## src/rtl/cpu_pkg.sv

```systemverilog
// Shared types for the multicycle MIPS datapath.
// Holds the multiply/divide opcode and FSM state encodings.
package cpu_pkg;

    typedef enum logic [1:0] {
        MD_MULT  = 2'b00,
        MD_MULTU = 2'b01,
        MD_DIV   = 2'b10,
        MD_DIVU  = 2'b11
    } md_op_t;

    typedef enum logic [1:0] {
        MD_IDLE = 2'b00,
        MD_RUN  = 2'b01,
        MD_DONE = 2'b10
    } md_state_t;

    function automatic logic is_div(input md_op_t op);
        return op == MD_DIV || op == MD_DIVU;
    endfunction

    function automatic logic is_signed_op(input md_op_t op);
        return op == MD_MULT || op == MD_DIV;
    endfunction

endpackage

```

## src/rtl/md_datapath.sv

```systemverilog
// Shift-add multiply / restoring divide core, one bit per step.
// Works on magnitudes; signs are reapplied on the final result.
module md_datapath
    import cpu_pkg::*;
#(
    parameter int WIDTH = 32
) (
    input  logic             clk,
    input  logic             reset,
    input  logic             load,
    input  logic             step,
    input  md_op_t           op,
    input  logic [WIDTH-1:0] a,
    input  logic [WIDTH-1:0] b,
    output logic             last,
    output logic [WIDTH-1:0] res_hi,
    output logic [WIDTH-1:0] res_lo
);

    localparam int CW = $clog2(WIDTH);

    logic [2*WIDTH-1:0] acc, acc_next, prod_fix;
    logic [WIDTH-1:0]   mag_b;
    logic [CW-1:0]      cnt;
    logic               div_mode, neg_q, neg_r;
    logic               sa, sb;
    logic [WIDTH:0]     mul_sum, rem_sh, diff;
    logic [WIDTH-1:0]   quo, rem;

    assign sa = is_signed_op(op) & a[WIDTH-1];
    assign sb = is_signed_op(op) & b[WIDTH-1];

    always_ff @(posedge clk) begin
        if (!reset) begin
            acc      <= '0;
            mag_b    <= '0;
            cnt      <= '0;
            div_mode <= 1'b0;
            neg_q    <= 1'b0;
            neg_r    <= 1'b0;
        end else if (load) begin
            acc      <= {{WIDTH{1'b0}}, (sa ? -a : a)};
            mag_b    <= sb ? -b : b;
            cnt      <= '0;
            div_mode <= is_div(op);
            neg_q    <= sa ^ sb;
            neg_r    <= sa;
        end else if (step) begin
            acc <= acc_next;
            cnt <= cnt + 1'b1;
        end
    end

    assign last = (cnt == CW'(WIDTH - 1));

    // Multiply shifts right with the adder carry; divide shifts left
    // and keeps the trial difference only when it does not borrow.
    always_comb begin
        mul_sum = {1'b0, acc[2*WIDTH-1:WIDTH]}
                + (acc[0] ? {1'b0, mag_b} : '0);
        rem_sh  = {acc[2*WIDTH-1:WIDTH], acc[WIDTH-1]};
        diff    = rem_sh - {1'b0, mag_b};
        if (!div_mode)
            acc_next = {mul_sum, acc[WIDTH-1:1]};
        else if (diff[WIDTH])
            acc_next = {rem_sh[WIDTH-1:0], acc[WIDTH-2:0], 1'b0};
        else
            acc_next = {diff[WIDTH-1:0], acc[WIDTH-2:0], 1'b1};
    end

    always_comb begin
        prod_fix = neg_q ? -acc_next : acc_next;
        quo      = acc_next[WIDTH-1:0];
        rem      = acc_next[2*WIDTH-1:WIDTH];
        if (div_mode) begin
            res_hi = neg_r ? -rem : rem;
            res_lo = neg_q ? -quo : quo;
        end else begin
            res_hi = prod_fix[2*WIDTH-1:WIDTH];
            res_lo = prod_fix[WIDTH-1:0];
        end
    end

endmodule

```

## src/rtl/mult_div_unit.sv

```systemverilog
// Iterative MULT/MULTU/DIV/DIVU unit with HI/LO architectural registers.
// Control FSM here; arithmetic lives in md_datapath.
module mult_div_unit
    import cpu_pkg::*;
#(
    parameter int WIDTH = 32
) (
    input  logic             clk,
    input  logic             reset,
    input  logic             start,
    input  logic [1:0]       op,
    input  logic [WIDTH-1:0] a_in,
    input  logic [WIDTH-1:0] b_in,
    input  logic             wr_hi,
    input  logic             wr_lo,
    output logic             busy,
    output logic             done,
    output logic             div_by_zero,
    output logic [WIDTH-1:0] hi,
    output logic [WIDTH-1:0] lo
);

    md_state_t        state, state_next;
    md_op_t           op_sel;
    logic             load, step, last, zero_div;
    logic [WIDTH-1:0] res_hi, res_lo;

    assign op_sel   = md_op_t'(op);
    assign zero_div = is_div(op_sel) && (b_in == '0);

    md_datapath #(.WIDTH(WIDTH)) u_dp (
        .clk    (clk),
        .reset  (reset),
        .load   (load),
        .step   (step),
        .op     (op_sel),
        .a      (a_in),
        .b      (b_in),
        .last   (last),
        .res_hi (res_hi),
        .res_lo (res_lo)
    );

    always_ff @(posedge clk) begin
        if (!reset) state <= MD_IDLE;
        else        state <= state_next;
    end

    always_comb begin
        state_next = state;
        busy       = 1'b1;
        done       = 1'b0;
        load       = 1'b0;
        step       = 1'b0;
        case (state)
            MD_IDLE: begin
                busy = 1'b0;
                if (start) begin
                    load       = 1'b1;
                    state_next = zero_div ? MD_DONE : MD_RUN;
                end
            end
            MD_RUN: begin
                step = 1'b1;
                if (last) state_next = MD_DONE;
            end
            MD_DONE: begin
                done       = 1'b1;
                state_next = MD_IDLE;
            end
            default: begin
                busy       = 1'b0;
                state_next = MD_IDLE;
            end
        endcase
    end

    // start wins over same-cycle MTHI/MTLO; writes are ignored while busy
    always_ff @(posedge clk) begin
        if (!reset) begin
            hi          <= '0;
            lo          <= '0;
            div_by_zero <= 1'b0;
        end else begin
            case (state)
                MD_IDLE: begin
                    if (start) begin
                        div_by_zero <= zero_div;
                    end else begin
                        if (wr_hi) hi <= a_in;
                        if (wr_lo) lo <= a_in;
                    end
                end
                MD_RUN: begin
                    if (last) begin
                        hi <= res_hi;
                        lo <= res_lo;
                    end
                end
                MD_DONE: div_by_zero <= 1'b0;
                default: div_by_zero <= 1'b0;
            endcase
        end
    end

endmodule

```

## config.mk

```make
export PLATFORM = sky130hd
export DESIGN_NAME = mult_div_unit
export DESIGN_NICKNAME = d
export VERILOG_FILES = /design/src/rtl/cpu_pkg.sv /design/src/rtl/md_datapath.sv /design/src/rtl/mult_div_unit.sv
export SDC_FILE = /design/constraint.sdc
export NUM_CORES = 1
export LEC_CHECK = 0
export BUFFER_PORTS_ARGS = -buffer_cell sky130_fd_sc_hd__buf_2
export CAP_MARGIN = 20
export CORE_ASPECT_RATIO = 1.4
export CORE_UTILIZATION = 45
export DETAILED_ROUTE_END_ITERATION = 8
export GPL_TIMING_DRIVEN = 0
export PLACE_DENSITY = 0.72
export SLEW_MARGIN = 10
export SYNTH_ARGS = -nofsm -noshare
export SYNTH_HDL_FRONTEND = slang
export SYNTH_SLANG_ARGS = --single-unit
```

## constraint.sdc

```tcl
create_clock -name clk -period 5.2 [get_ports clk]
set_clock_uncertainty 0.05 [all_clocks]
set_input_delay 1.3 -clock clk [delete_from_list [all_inputs] [get_ports clk]]
set_output_delay 1.3 -clock clk [all_outputs]
set_load 0.02 [all_outputs]
```

Word-level counts from Yosys, hierarchy flattened
Cells that the tools add are included.

Register bits after elaboration: 171. Output and inout bits: 67.

Bitwise gates (word level): 5. Equal/unequal tests: 10. Add/subtract/negate cells: 8. Muxes and demuxes: 31. Reductions and logical operators: 14.

Operators with widths (number): 2-to-1 mux 32 bit (15); 2-to-1 mux 64 bit (3); negation 32 bit (4); case mux 32 bit (2 select lines) (2); negation 64 bit (1); adder 32 x 32 -> 33 bit (1); subtractor 33 x 32 -> 33 bit (1); logical NOT 32 bit (1); inequality test 2 bit (second input constant) (5); AND reduction 4 bit (2); equality test 2 bit (second input constant) (3); 2-to-1 mux 1 bit (6); 2-to-1 mux 2 bit (3); adder 5 x 1 -> 5 bit (second input constant) (1); equality test 5 bit (second input constant) (1); logical NOT 2 bit (2); case mux 2 bit (2 select lines) (1); AND reduction 2 bit (2); nonzero test 2 bit (2); OR reduction 2 bit (2); bitwise AND 1 bit (2); equality test 2 x 1 -> 1 bit (second input constant) (1); logical OR 1 bit (2); inverter 1 bit (2); other kinds (3) (3).

Logic depth before layout (Yosys ltp)
Depth after elaboration: 8. Depth in mapped cells: 24. Gate-level depth less buffers: 22.

Cells and area by module
From an unflattened synthesis, not the netlist that was laid out.

Cells, all modules: 2136. Area total of the unflattened synthesis: 15876.5 um2.

Modules (own cells, without submodules): md_datapath (sequential area each 2082.0 um2, instances 1, cells each 1775, area each 12634.6 um2); mult_div_unit (sequential area each 1341.3 um2, instances 1, cells each 361, area each 3241.9 um2).

Worst setup path before layout
OpenSTA, ideal clock, no wires.

Path kind: reg2reg. From: reg u_dp.acc[31]. To: reg hi[24]. Slack: 0.833 ns. Data required time: 5.019 ns. Stages on the path, launching flop included: 24. Setup time: 0.131 ns. Period minus slack after synthesis: 4.367 ns. Arrival: 4.186 ns. Cells stage by stage: dfxtp_1 > inv_1 > ha_1 > inv_1 > fa_1 > a211oi_2 > o211ai_1 > nand3_2 > a21boi_4 > o21ai_4 > buf_6 > buf_6 > a22oi_1 > ha_1 > o21ai_0 > or2_2 > nor4_1 > nand2_1 > or2_1 > nand2_1 > nand2_1 > o41ai_2 > xor2_1 > o22ai_1.

Cells in the longest elaborated chain, start to end: 8. Elaborated cells on any way between the ends: 10. Those cells by class: add/sub: 3; mux: 7.

Ends and longest elaborated chain: start: declaration (RTL line md_datapath.sv:22) `logic [2*WIDTH-1:0] acc, acc_next, prod_fix;`; start signal: assignment (RTL line md_datapath.sv:42) `acc <= {{WIDTH{1'b0}}, (sa ? -a : a)};`; start signal: assignment (RTL line md_datapath.sv:49) `acc <= acc_next;`; subtractor 33 x 32 -> 33 bit (RTL line md_datapath.sv:62) `diff = rem_sh - {1'b0, mag_b};`; 2-to-1 mux 64 bit (RTL line md_datapath.sv:65) `else if (diff[WIDTH])`; 2-to-1 mux 64 bit * (RTL line md_datapath.sv:63) `if (!div_mode)`; negation 64 bit / negation 32 bit (equally long branches) (RTL line md_datapath.sv:72, md_datapath.sv:76); 2-to-1 mux 64 bit / 2-to-1 mux 32 bit (equally long branches) (RTL line md_datapath.sv:72, md_datapath.sv:76); 2-to-1 mux 32 bit * (RTL line md_datapath.sv:75) `if (div_mode) begin`; 2-to-1 mux 32 bit * (RTL line mult_div_unit.sv:95) `if (last) begin`; case mux 32 bit (2 select lines) * (RTL line mult_div_unit.sv:85) `case (state)`; end signal: assignment (RTL line mult_div_unit.sv:90) `if (wr_hi) hi <= a_in;`; end signal: assignment (RTL line mult_div_unit.sv:96) `hi <= res_hi;`; end: declaration (RTL line mult_div_unit.sv:19) `output logic [WIDTH-1:0] hi,`.

Mark *: on every way between the ends. The rest lies on a longest branch, timed or not. The select of a mux whose other input is x is not followed. A chain may end at the register's enable or synchronous reset.

Worst setup path in the final report
From: reg u_dp.mag_b[1]. To: reg hi[17].

Cells in the longest elaborated chain, start to end: 8. Elaborated cells on any way between the ends: 12. Those cells by class: add/sub: 4; mux: 8.

Ends and longest elaborated chain: start: declaration (RTL line md_datapath.sv:23) `logic [WIDTH-1:0] mag_b;`; start signal: assignment (RTL line md_datapath.sv:43) `mag_b <= sb ? -b : b;`; subtractor 33 x 32 -> 33 bit / 2-to-1 mux 32 bit (equally long branches) (RTL line md_datapath.sv:62, md_datapath.sv:60); 2-to-1 mux 64 bit / adder 32 x 32 -> 33 bit (equally long branches) (RTL line md_datapath.sv:65, md_datapath.sv:60); 2-to-1 mux 64 bit * (RTL line md_datapath.sv:63); negation 64 bit / negation 32 bit (equally long branches) (RTL line md_datapath.sv:72, md_datapath.sv:76); 2-to-1 mux 64 bit / 2-to-1 mux 32 bit (equally long branches) (RTL line md_datapath.sv:72, md_datapath.sv:76); 2-to-1 mux 32 bit * (RTL line md_datapath.sv:75); 2-to-1 mux 32 bit * (RTL line mult_div_unit.sv:95); case mux 32 bit (2 select lines) * (RTL line mult_div_unit.sv:85).

Marked as above.

==> results.txt <==
----------------------------------------------------
[Critical path]
  Critical path endpoint category ... flip-flop
  Critical-path cell list ... inv_1 > fa_2 > a211oi_2 > o211ai_1 > nand3_2 > buf_4 > a21bo_2 > a21oi_4 > nor2_2 > a31oi_1 > nor3b_4 > nand2_2 > a32oi_4 > o21ai_1 > xnor2_1 > a311oi_1
  Req. time, crit path ... 5460 ps
  Delay-heaviest family, CP ... compound AO/OA/AOI/OAI gates
  Critical Path Fanout Max ... 9
  Class of the most critical setup path ... reg2reg
  Maximum single-stage delay on the critical path ... 630 ps
  Slowest stage cell, crit path ... sky130_fd_sc_hd__nor2_2
  WP buf/inv ... 2
  Data arrival time of the worst path ... 5380 ps
  Element type at the critical path start ... flip-flop

[Clocking]
  CTS Hold Buffers Added ... 0
  CTS Buf Count ... 17
  Register clock-pin slew on the reported worst setup and hold paths ... 80 ps
  CTS tree ... yes
  Insertion delay to the later sink of the worst-skew pair ... 470 ps
  Cell at the root of the clock tree ... sky130_fd_sc_hd__clkbuf_16
  Clock sink count ... 171
  Clock Tree Buf Depth ... 2
  H-tree depth reported by CTS ... 4

[Cells and area]
  Non-Filler Instances ... 2737
  Post-route cell area ... 17600 µm²
  Share of the core filled with cells in the final layout ... 0.526
  Layout cell share with drive strength beyond 1 ... 0.144
  Total Nets Final ... 2425
  Area Overhead vs Synth ... 14.2%
  Number of antenna diodes ... 0

[Synth]
  Async set or reset register ratio after synthesis ... 0
  Number of flops mapped to enable cells by yosys ... 0
  Synth Area per Inst ... 7.32 µm²
  Cells after synthesis ... 2106
  Ys flop type ... sky130_fd_sc_hd__dfxtp_1
  Number of warnings issued by yosys ... 0
  Count leader, synth ... sky130_fd_sc_hd__nor2_1
  Cell Area, Synth ... 15400 µm²
  Post-Synthesis Net Count ... 2252
  Number of library cell types mapped by synthesis ... 109
  Leading cell types by count after synthesis ... sky130_fd_sc_hd__nor2_1 (257), sky130_fd_sc_hd__a21oi_1 (191), sky130_fd_sc_hd__nand2_1 (188)
  Area fraction of the dominant cell type after synthesis ... 0.222
  Biggest area consumer among synthesized cells ... sky130_fd_sc_hd__dfxtp_1
  Synthesized flop and latch total ... 171
  Largest cells by area after synthesis ... sky130_fd_sc_hd__dfxtp_1 (22%), sky130_fd_sc_hd__nor2_1 (6.3%), sky130_fd_sc_hd__a21oi_1 (6.2%)
  Post-synthesis sequential area ratio ... 0.222

[Placed design]
  Post-placement cell area ... 16700 µm²
  Placement-stage worst setup slack ... -1360 ps
  Quantity of I/O buffers inserted on ports ... 136
  Final GP Congestion ... 1.00
  Dpl cells ... 2688
  Placed wire-length estimate after detailed placement ... 59700 µm

[Die]
  Horizontal extent of the die ... 158 µm
  Die ar. ... 35000 µm²
  Height of the chip ... 221 µm
  Core region area ... 33500 µm²
  Standard-cell row count ... 79
  Ports ... 138
  Starting Density ... 0.460

[Worst hold path]
  HP Class ... reg2reg

[Power]
  Total power per unit cell area ... 343 nW/µm²
  Leakage power ... 7.04 nW
  Worst ir drop on vdd ... 0.000203 V
  Total power ... 6.04 mW

[Timing]
  Number of hold violations in the final report ... 0
  Final period util ... 0.985
  Worst max-slew margin expressed relative to the limit ... 0.300
  Post-Route Hold Slack ... 424 ps
  Min setup slack post-route ... 76.8 ps
  Max-slew violation count ... 0
  Max Clk Rate ... 195 MHz
  Sum of negative setup slack ... 0 ps
  Slew @ Worst Pin ... 1050 ps
  Minimum period implied by the final worst setup slack ... 5120 ps
  Setup repair after global routing missed its margin ... false
  Number of endpoints failing setup at the final stage ... 0

[Drt]
  Detailed router's first-iteration violation count ... 1634
  Length of the first detailed-routing pass in iterations ... 6
  Avg Vias per Cell ... 6.45
  Routed length per placed instance ... 27.1 µm
  Final Routed Wirelength ... 74200 µm
  Number of nets still failing antenna checks after routing ... 0
  Final routed DRC violation total ... 0
  Vias ... 17700

[Global route]
  Global Route Usage Sum ... 0.422
  Maximum number of pins on one net before global-route repair ... 20
  Via count of the first global-routing pass ... 16800
  Initial antenna violation count ... 0
  Aggregate global routing overflow ... 0
  Wire length of the first global-routing pass ... 107000 µm

[Flow run]
  Max capacitance violation total ... 0

[Status]
  Status ... complete, no violations

----------------------------------------------------
==> worst register-to-register path: cells and delay by family (launching register included) <==
family                     cells  cell delay, ps
AOI/OAI and AO/OA              8            1850
and+or+nand+nor                4            1450
DFF                            1             540
xor gates and xnor gates       1             330
buffers and inverters          2             300
adders and majority gates      1             450
==> cell type report <==
type,count,area (µm²)
Sequential cell,171,3450
Clock buffer,17,425
Timing Repair Buffer,154,816
Inverter,70,263
Multi-Input combinational cell,1740,11400
Tap cell,445,557
Buffer,125,559
Fill cell,3382,15900
Clock inverter,15,173
==> sequential cells by signal, summed over array words and instances, names as in the netlist <==
| name | flops |
|---|---|
| div_by_zero | 1 |
| hi | 32 |
| lo | 32 |
| state | 2 |
| u_dp.acc | 64 |
| u_dp.cnt | 5 |
| u_dp.div_mode | 1 |
| u_dp.mag_b | 32 |
| u_dp.neg_q | 1 |
| u_dp.neg_r | 1 |
==> logic make-up (layout without fill, tap and decap cells) <==
logic type	count (synthesis)	after routing	synth area share
and+or+nand+nor	750	750	0.235
DFF	171	171	0.222
buffers and inverters	195	381	0.0524
adders and majority gates	75	75	0.0618
xor gates and xnor gates	140	140	0.0795
muxes	86	86	0.0561
AOI/OAI and AO/OA	689	689	0.294
==> where the power goes <==
part | switching, mW | total [mW] | internal [mW]
clock | 0.685 | 1.34 | 0.651
combinational | 2.01 | 2.99 | 0.978
sequential | 0.214 | 1.72 | 1.50
total | 2.91 | 6.04 | 3.13
==> worst paths after layout <==
kind                              start                       end  slack (ps)  cells past startpoint
min            div_by_zero$_SDFFE_PN0P_  div_by_zero$_SDFFE_PN0P_         420                      1
min reg2reg    div_by_zero$_SDFFE_PN0P_  div_by_zero$_SDFFE_PN0P_         420                      1
max          u_dp.mag_b[1]$_SDFFE_PN0P_       hi[17]$_SDFFE_PN0P_          80                     16
max reg2reg  u_dp.mag_b[1]$_SDFFE_PN0P_       hi[17]$_SDFFE_PN0P_          80                     16
==> repair_timing <==
action	CTS	global route
buffers inserted	7	10
gates resized for setup	42	25
setup endpoints to repair	38	32
pin swaps	9	13
==> layout by cell type (no fill, tap or decap), types with 36 or more instances in the layout <==
| cell | count |
|---|---|
| sky130_fd_sc_hd__a211oi_1 | 84 |
| sky130_fd_sc_hd__a21oi_1 | 188 |
| sky130_fd_sc_hd__a31oi_1 | 51 |
| sky130_fd_sc_hd__and2_1 | 41 |
| sky130_fd_sc_hd__buf_2 | 154 |
| sky130_fd_sc_hd__clkbuf_1 | 78 |
| sky130_fd_sc_hd__dfxtp_1 | 153 |
| sky130_fd_sc_hd__ha_1 | 72 |
| sky130_fd_sc_hd__inv_1 | 68 |
| sky130_fd_sc_hd__mux2i_1 | 81 |
| sky130_fd_sc_hd__nand2_1 | 185 |
| sky130_fd_sc_hd__nand3_1 | 43 |
| sky130_fd_sc_hd__nor2_1 | 253 |
| sky130_fd_sc_hd__nor3_1 | 51 |
| sky130_fd_sc_hd__o21ai_0 | 143 |
| sky130_fd_sc_hd__or3_1 | 36 |
| sky130_fd_sc_hd__xnor2_1 | 78 |
| sky130_fd_sc_hd__xor2_1 | 60 |
==> metal layers <==
| metal | GRT usage | share of wire |
|---|---|---|
| met5 | 0 | 0 |
| met4 | 0.415 | 0.11 |
| met3 | 0.0621 | 0.061 |
| met1 | 0.446 | 0.35 |
| met2 | 0.700 | 0.47 |
(Power assumes the default switching activity.)
